<file path="config.mk">
export PLATFORM = sky130hd
export DESIGN_NAME = fq_writer
export DESIGN_NICKNAME = d
export VERILOG_FILES = /design/src/rtl/iommu_pkg.sv /design/src/rtl/fq_writer.sv
export SDC_FILE = /design/constraint.sdc
export NUM_CORES = 1
export LEC_CHECK = 0
export ABC_AREA = 1
export CORE_ASPECT_RATIO = 1.25
export CORE_MARGIN = 4
export CORE_UTILIZATION = 40
export DETAILED_ROUTE_END_ITERATION = 8
export PLACE_DENSITY = 0.71
export REMOVE_ABC_BUFFERS = 1
export SLEW_MARGIN = 30
export SYNTH_ARGS = -nofsm -noshare
export SYNTH_HDL_FRONTEND = slang
export SYNTH_SLANG_ARGS = --single-unit
</file>
<file path="constraint.sdc">
create_clock -name clk_i -period 5.4 [get_ports clk_i]
set_input_delay 1.08 -clock clk_i [delete_from_list [all_inputs] [get_ports clk_i]]
set_output_delay 1.08 -clock clk_i [all_outputs]
set_load 0.01 [all_outputs]
</file>
<file path="src/rtl/iommu_pkg.sv">
// Shared IOMMU definitions: the 256-bit fault-queue record layout and the
// CAUSE / TTYP encodings used when building records.
package iommu_pkg;

   typedef struct packed {
      logic [63:0] iotval2;
      logic [63:0] iotval;
      logic [31:0] rsvd;
      logic [31:0] custom;
      logic [23:0] did;
      logic [5:0]  ttyp;
      logic        priv;
      logic        pv;
      logic [19:0] pid;
      logic [11:0] cause;
   } fq_record_t;

   localparam logic [11:0] CAUSE_INST_ACCESS_FAULT     = 12'd1;
   localparam logic [11:0] CAUSE_LOAD_ADDR_MISALIGNED  = 12'd4;
   localparam logic [11:0] CAUSE_LOAD_ACCESS_FAULT     = 12'd5;
   localparam logic [11:0] CAUSE_STORE_ADDR_MISALIGNED = 12'd6;
   localparam logic [11:0] CAUSE_STORE_ACCESS_FAULT    = 12'd7;
   localparam logic [11:0] CAUSE_INST_PAGE_FAULT       = 12'd12;
   localparam logic [11:0] CAUSE_LOAD_PAGE_FAULT       = 12'd13;
   localparam logic [11:0] CAUSE_STORE_PAGE_FAULT      = 12'd15;
   localparam logic [11:0] CAUSE_INST_GUEST_PAGE_FAULT = 12'd20;
   localparam logic [11:0] CAUSE_LOAD_GUEST_PAGE_FAULT = 12'd21;
   localparam logic [11:0] CAUSE_STORE_GUEST_PAGE_FAULT = 12'd23;
   localparam logic [11:0] CAUSE_ALL_INB_DISALLOWED    = 12'd256;
   localparam logic [11:0] CAUSE_DDT_LOAD_FAULT        = 12'd257;
   localparam logic [11:0] CAUSE_DDT_ENTRY_INVALID     = 12'd258;
   localparam logic [11:0] CAUSE_DDT_MISCONFIGURED     = 12'd259;
   localparam logic [11:0] CAUSE_TTYP_DISALLOWED       = 12'd260;

   localparam logic [5:0] TTYP_NONE          = 6'd0;
   localparam logic [5:0] TTYP_UADDR_RD_EXEC = 6'd1;
   localparam logic [5:0] TTYP_UADDR_RD      = 6'd2;
   localparam logic [5:0] TTYP_UADDR_WR      = 6'd3;
   localparam logic [5:0] TTYP_TADDR_RD_EXEC = 6'd5;
   localparam logic [5:0] TTYP_TADDR_RD      = 6'd6;
   localparam logic [5:0] TTYP_TADDR_WR      = 6'd7;
   localparam logic [5:0] TTYP_PCIE_ATS_REQ  = 6'd8;
   localparam logic [5:0] TTYP_PCIE_MSG_REQ  = 6'd9;

endpackage

</file>
<file path="src/rtl/fq_writer.sv">
// Fault-queue writer: accepts one fault record at a time and writes it as
// four 64-bit beats to the in-memory circular queue, then advances the tail.
module fq_writer
   import iommu_pkg::*;
#(
   parameter int unsigned ADDR_W = 56
) (
   input  logic              clk_i,
   input  logic              rst_ni,
   input  logic              fq_en_i,
   input  logic [43:0]       fq_ppn_i,
   input  logic [4:0]        fq_log2szm1_i,
   input  logic [31:0]       fq_head_i,
   input  logic              fault_valid_i,
   output logic              fault_ready_o,
   input  logic [255:0]      fault_rec_i,
   output logic              mem_req_o,
   input  logic              mem_gnt_i,
   output logic [ADDR_W-1:0] mem_addr_o,
   output logic [63:0]       mem_wdata_o,
   output logic              mem_last_o,
   input  logic              mem_rsp_valid_i,
   input  logic              mem_rsp_err_i,
   output logic [31:0]       fq_tail_o,
   output logic              fq_on_o,
   output logic              fqof_o,
   output logic              fqmf_o,
   output logic              fip_o,
   input  logic              fqof_clr_i,
   input  logic              fqmf_clr_i,
   input  logic              fip_clr_i
);

   typedef enum logic [1:0] {
      S_IDLE  = 2'd0,
      S_WRITE = 2'd1,
      S_RESP  = 2'd2
   } fq_writer_state_e;

   fq_writer_state_e state_q, state_d;
   logic [1:0]       beat_q, beat_d;
   logic [31:0]      tail_q, tail_d;
   fq_record_t       rec_q, rec_d;
   logic             fq_on_q;
   logic             fqof_q, fqof_d;
   logic             fqmf_q, fqmf_d;
   logic             fip_q, fip_d;

   logic             ready;
   logic             ofSet, mfSet, ipSet;
   logic [31:0]      sizeMask;
   logic [31:0]      tailInc;
   logic             full;

   // Queue holds 2^(log2szm1+1) entries, so the index mask is that many low ones.
   assign sizeMask = 32'hFFFF_FFFF >> (5'd31 - fq_log2szm1_i);
   assign tailInc  = (tail_q + 32'd1) & sizeMask;
   assign full     = (tailInc == (fq_head_i & sizeMask));

   always_comb begin
      state_d   = state_q;
      beat_d    = beat_q;
      tail_d    = tail_q;
      rec_d     = rec_q;
      ofSet     = 1'b0;
      mfSet     = 1'b0;
      ipSet     = 1'b0;
      ready     = (state_q == S_IDLE) && fq_on_q && fq_en_i;
      mem_req_o = 1'b0;
      mem_last_o = 1'b0;

      case (state_q)
         S_IDLE: begin
            if (fault_valid_i && ready) begin
               rec_d = fq_record_t'(fault_rec_i);
               if (full) begin
                  ofSet = 1'b1;
               end else if (!fqof_q && !fqmf_q) begin
                  state_d = S_WRITE;
                  beat_d  = 2'd0;
               end
            end
         end
         S_WRITE: begin
            mem_req_o  = 1'b1;
            mem_last_o = (beat_q == 2'd3);
            if (mem_gnt_i) begin
               beat_d = beat_q + 2'd1;
               if (beat_q == 2'd3) begin
                  state_d = S_RESP;
               end
            end
         end
         S_RESP: begin
            if (mem_rsp_valid_i) begin
               state_d = S_IDLE;
               if (mem_rsp_err_i) begin
                  mfSet = 1'b1;
               end else if (fq_en_i) begin
                  tail_d = tailInc;
                  ipSet  = 1'b1;
               end
            end
         end
         default: begin
            state_d = S_IDLE;
         end
      endcase

      // A disabled queue always restarts from index 0, even mid-record.
      if (!fq_en_i) begin
         tail_d = '0;
      end

      fqof_d = ofSet | (fqof_q & ~fqof_clr_i);
      fqmf_d = mfSet | (fqmf_q & ~fqmf_clr_i);
      fip_d  = ipSet | (fip_q & ~fip_clr_i);
   end

   always_ff @(posedge clk_i) begin
      if (!rst_ni) begin
         state_q <= S_IDLE;
         beat_q  <= '0;
         tail_q  <= '0;
         rec_q   <= '0;
         fq_on_q <= 1'b0;
         fqof_q  <= 1'b0;
         fqmf_q  <= 1'b0;
         fip_q   <= 1'b0;
      end else begin
         state_q <= state_d;
         beat_q  <= beat_d;
         tail_q  <= tail_d;
         rec_q   <= rec_d;
         fq_on_q <= fq_en_i;
         fqof_q  <= fqof_d;
         fqmf_q  <= fqmf_d;
         fip_q   <= fip_d;
      end
   end

   assign fault_ready_o = ready;
   assign mem_addr_o    = ADDR_W'({fq_ppn_i, 12'h000}) + ADDR_W'({tail_q, 5'b00000})
                        + ADDR_W'({beat_q, 3'b000});
   assign mem_wdata_o   = rec_q[64*beat_q +: 64];
   assign fq_tail_o     = tail_q;
   assign fq_on_o       = fq_on_q;
   assign fqof_o        = fqof_q;
   assign fqmf_o        = fqmf_q;
   assign fip_o         = fip_q;

endmodule

</file>
After elaboration in Yosys (flattened, before gate mapping)
Index checks and enable logic that the tools add are counted.
{"block": "op_classes", "reduce_logical": 13, "n_mux": 24, "n_shift": 2, "bitwise": 12, "n_addsub": 5, "eq_ne": 10}
{"operator": "$shiftx A256 B9 Y64", "n": 1}
{"operator": "$and A32 B32 Y32", "n": 2}
{"operator": "$add A56 B37 Y56", "n": 1}
{"operator": "$add A56 B5 Y56", "n": 1}
{"operator": "$add A32 B1 Y32 const B", "n": 1}
{"operator": "$eq A32 B32 Y1", "n": 1}
{"operator": "$shr A32 B5 Y32 const A", "n": 1}
{"operator": "$mux W2", "n": 10}
{"operator": "$mux W1", "n": 12}
{"operator": "$ne A2 B2 Y1 const B", "n": 4}
{"operator": "$pmux W2 S3", "n": 1}
{"operator": "$reduce_and A6 Y1", "n": 1}
{"operator": "$reduce_and A5 Y1", "n": 1}
{"operator": "$sub A5 B5 Y5 const A", "n": 1}
{"operator": "$eq A2 B2 Y1 const B", "n": 2}
{"operator": "$logic_and A1 B1 Y1", "n": 4}
{"operator": "$ne A2 B1 Y1 const B", "n": 2}
{"operator": "$not A1 Y1", "n": 4}
{"operator": "$pmux W2 S2", "n": 1}
{"operator": "$reduce_and A2 Y1", "n": 2}
{"operator": "$and A1 B1 Y1", "n": 3}
{"operator": "$or A1 B1 Y1", "n": 3}
{"operator": "$reduce_and A3 Y1", "n": 1}
{"operator": "$add A2 B1 Y2 const B", "n": 1}
{"operator": "4 further kinds", "n": 5}
{"block": "word_totals", "in_bits": 347, "output_inout_bits": 159, "reg_bits": 296, "elab_cells": 83}

Longest topological paths before layout
{"block": "logic_depth", "ltp_word": 8, "ltp_mapped": 18, "mapped_depth_nobuf": 18}

Least setup slack after synthesis
No wires, ideal clock.
{"block": "synth_timing", "path_type": "input -> output", "start": "input fq_ppn_i[0]", "end": "output mem_addr_o[36]", "required_time_ns": 4.320, "path_buffers": 0, "slack_ns": 1.323, "arrival_time_ns": 2.997, "stages": 13, "cell_sequence": "ha_1 > inv_1 > fa_1 > o21ai_1 > a21oi_1 > o21ai_2 > a21boi_0 > inv_1 > nand2_1 > nand2_1 > a21boi_1 > o21ai_0 > xor2_1"}
{"block": "synth_between", "elab_chain_len": 2}
{"element": "start, declared", "line": "fq_writer.sv:11", "rtl": "input logic [43:0] fq_ppn_i,"}
{"element": "$add A56 B37 Y56", "line": "fq_writer.sv:143", "rtl": "assign mem_addr_o = ADDR_W'({fq_ppn_i, 12'h000}) + ADDR_W'({tail_q, 5'b00000})"}
{"element": "$add A56 B5 Y56", "line": "fq_writer.sv:144", "rtl": "+ ADDR_W'({beat_q, 3'b000});"}
{"element": "end, declared", "line": "fq_writer.sv:19", "rtl": "output logic [ADDR_W-1:0] mem_addr_o,"}
Every way passes these cells.

Final worst setup path
{"block": "layout_timing", "start": "input fq_ppn_i[0]", "end": "output mem_addr_o[44]"}
Same word-level chain as after synthesis.

==> results.json <==
{
  "first_global_vias": 16800,
  "power_density_mw_per_mm2": 239,
  "slowest_stage": "clkdlybuf4s50_1",
  "clockBufferDepth": 3,
  "grt_overflow": 0,
  "firstDrtPassIters": 6,
  "design.portCount": 506,
  "layout.cells.most_common": "nand2_1",
  "finalCriticalPeriod_ns": 5.17,
  "synth.cell_area_mm2": 0.0157,
  "achievable-frequency_ghz": 0.193,
  "critical_path_peak_fanout": 3,
  "fin_crit_sh_pct": 95.8,
  "cts_made_buffers": 30,
  "postSynth.topFlopCell": "dfxtp_1",
  "die_height_um": 229,
  "drt-wirelength-per-cell_um": 18.2,
  "via_to_cell_ratio": 5.30,
  "dieArea_mm2": 0.0424,
  "timing_worst_slew_pin_value_ns": 0.990,
  "final-max-slew-violation-count": 0,
  "largest_net_degree_at_the_start_of_global_routing": 206,
  "clock-sinks": 296,
  "clock_insertion_delay_worst_skew_ns": 0.56,
  "criticalPathCategory": "in -> out",
  "total_power_uw": 5230,
  "grt_pass1_wl_mm": 91.3,
  "crit-reg2reg-launch": "fq_tail_o[17]",
  "routabilityCongestion": 0.964,
  "seq_power_share_pct": 43.2,
  "crit_arrival_ns": 4.09,
  "floorplan.core_area_mm2": 0.0384,
  "nature_of_the_critical_path_endpoint": "primary output",
  "fin_setup_tns_ns": 0,
  "postLayoutCoreUtil_pct": 57.0,
  "die-width_um": 185,
  "power.leakage_uw": 0.00817,
  "cp_cell_sequence": "clkdlybuf4s50_1 -> ha_1 -> inv_1 -> fa_1 -> o21ai_2 -> a21oi_1 -> o21ai_2 -> a21boi_0 -> inv_1 -> nand4_1 -> nand2_1 -> buf_4 -> nand2_1 -> xnor2_1 -> clkdlybuf4s50_1",
  "post_cts_hold_buffer_count": 0,
  "detail-route-antenna-nets": 0,
  "layout_common_cells": "nand2_1 (763), clkdlybuf4s50_1 (500), a21oi_1 (326)",
  "placementRows": 80,
  "start_util_pct": 40.7,
  "drt_drc_violations_left": 0,
  "power_frac_comb_pct": 18.1,
  "rsz_0062_raised_after_global_routing": "false",
  "seq_area_frac_synth_pct": 37.8,
  "drt_iter0_markers": 1371,
  "power.net_switching_uw": 1360,
  "start_kind": "input port",
  "antenna_violations_before_repair": 22,
  "tritoncts": "done",
  "synth.distinct_cells": 41,
  "internal_power_uw": 3870,
  "hpwl_detailed_mm": 44.4,
  "fin_nets": 3187,
  "routed_wirelength_mm": 60.7,
  "nFillCells": 3769,
  "post_dp_cell_area_mm2": 0.0209,
  "crit_start": "fq_ppn_i[0]",
  "post_route_cells_drive_above_1_share_pct": 3.74,
  "clock-root-buffer": "clkbuf_16",
  "htreeDepth": 1,
  "yosysWarningCount": 0,
  "vdd_ir_drop_max_v": 0.000243,
  "areaGrowthSynthToFinish_pct": 39.9,
  "synth_async_sr_flop_share_pct": 0,
  "cpPeakStageDelay_ns": 0.55,
  "post-route-cell-area_mm2": 0.0219,
  "slew_hr_pct": 33.6,
  "post_synth_inst_count": 2403,
  "power.share.switching_pct": 26.1,
  "number_of_enable_flip_flop_cells_after_synthesis": 0,
  "gr-usage-all-layers_pct": 26.7,
  "clkSlewWorstSetupHoldPaths_ns": 0.06,
  "finalSetupViolCount": 0,
  "outcome": "completed",
  "share_clk_of_total_power_pct": 38.7,
  "hold_path_startpoint": "rec_q[69]",
  "via_count": 17700,
  "timing.critical_path.required_ns": 4.32,
  "post_synth.cell_area_avg_um2": 6.52,
  "worst_clock_skew_ns": 0.0176,
  "io_buffer_count": 502,
  "timing.final.hold_violations": 0,
  "hp-class": "reg -> reg",
  "max-cap-violations": 0,
  "ys_seq_elements": 296
}
==> repair_timing <==
action                                  in CTS  in global routing
gates resized for setup                      0                  7
endpoints found under the hold margin        0                  0
setup buffers                                0                  1
endpoints found under the setup margin       0                 14
==> path summary, 6_finish.rpt <==
kind / slack (ns) / cells after the start / to
max: 0.23 / 15 / mem_addr_o[44]
min reg2reg: 0.46 / 2 / rec_q[69]
min: 0.46 / 2 / rec_q[69]
max reg2reg: 2.54 / 15 / beat_q[0]
==> cells by family (layout without fill, tap and decap cells) <==
group	after synthesis	in the layout	share of synthesized area, %
adder cells (fa/ha/maj)	28	28	2.28
other	1	17	0.0239
flip-flops	296	296	37.8
XOR/XNOR	51	51	2.85
AND/OR/NAND/NOR	1146	1146	29.5
AO/OA/AOI/OAI	605	605	20.4
buffers and inverters	276	702	7.07
==> Yosys cell counts, drive strengths merged (2+ instances only) <==
master,instances,share of area [%]
nand2,771,19
a21oi,327,10
dfxtp,296,38
nor2,254,6.6
o21ai,180,5.8
inv,125,3.0
clkbuf,112,2.7
nand3,73,2.3
o22ai,65,2.6
buf,36,1.3
xor2,28,1.6
ha,27,2.2
nand4,26,1.1
xnor2,23,1.3
nor3,14,0.45
a31oi,7,0.28
nand3b,7,0.34
a211oi,6,0.29
o21a,6,0.29
a21boi,5,0.24
o21bai,4,0.19
clkinv,3,0.072
o31ai,2,0.13
==> metal layers <==
metal | track usage, % | routed length, um | vias up | part of all wire [%]
met2 | 46.0 | 29500 | 709 | 49
met3 | 8.14 | 5830 | 142 | 9.6
met1 | 30.7 | 22700 | 8109 | 37
met5 | 0 | 136 | - | 0.22
li1 | - | - | 8701 | -
met4 | 11.0 | 2580 | 20 | 4.3
==> registers in the layout (all words and copies together), names as in the netlist <==
name / flops
beat_q: 2
state_q: 2
fq_on_o: 1
fq_tail_o: 32
fqof_o: 1
fip_o: 1
fqmf_o: 1
rec_q: 256
==> critical path: cells and delay by family <==
kind | cells | cell delay, ns
fa+ha+maj | 2 | 0.61
xor+xnor | 1 | 0.13
buf+inv | 5 | 1.34
simple gates | 3 | 0.26
compound gates | 4 | 0.69
==> stage by stage <==
step	setup slack, ns	std cells	hold WS, ns
floorplan	-6.51	2257	0.442
global placement	0.0902	3271	0.448
detailed placement	0.0694	3271	0.452
CTS	0.0648	3322	0.461
global route	0.0106	3331	0.476
finish	0.225	3337	0.460
==> area by class of cell <==
| type | instances | area (um^2) | share of cell area (%) |
|---|---|---|---|
| Antenna cell | 14 | 35.0 | 0.160 |
| Inverter | 128 | 503 | 2.30 |
| Clock buffer | 45 | 878 | 4.01 |
| Timing Repair Buffer | 523 | 5230 | 23.8 |
| Multi-Input combinational cell | 1833 | 8660 | 39.5 |
| Clock inverter | 6 | 60.1 | 0.274 |
| Tap cell | 492 | 616 | 2.81 |
| Sequential cell | 296 | 5930 | 27.1 |
==> power by group through the flow <==
stage / Combinational (uW) / Sequential [uW] / Clock [uW]
floorplan: 371 / 2310 / 0
global placement: 945 / 2300 / 0
detailed placement: 946 / 2310 / 0
CTS: 951 / 2260 / 2060
global route: 1020 / 2260 / 2150
finish: 949 / 2260 / 2020
No activity file was read; power rests on OpenSTA's default activity.
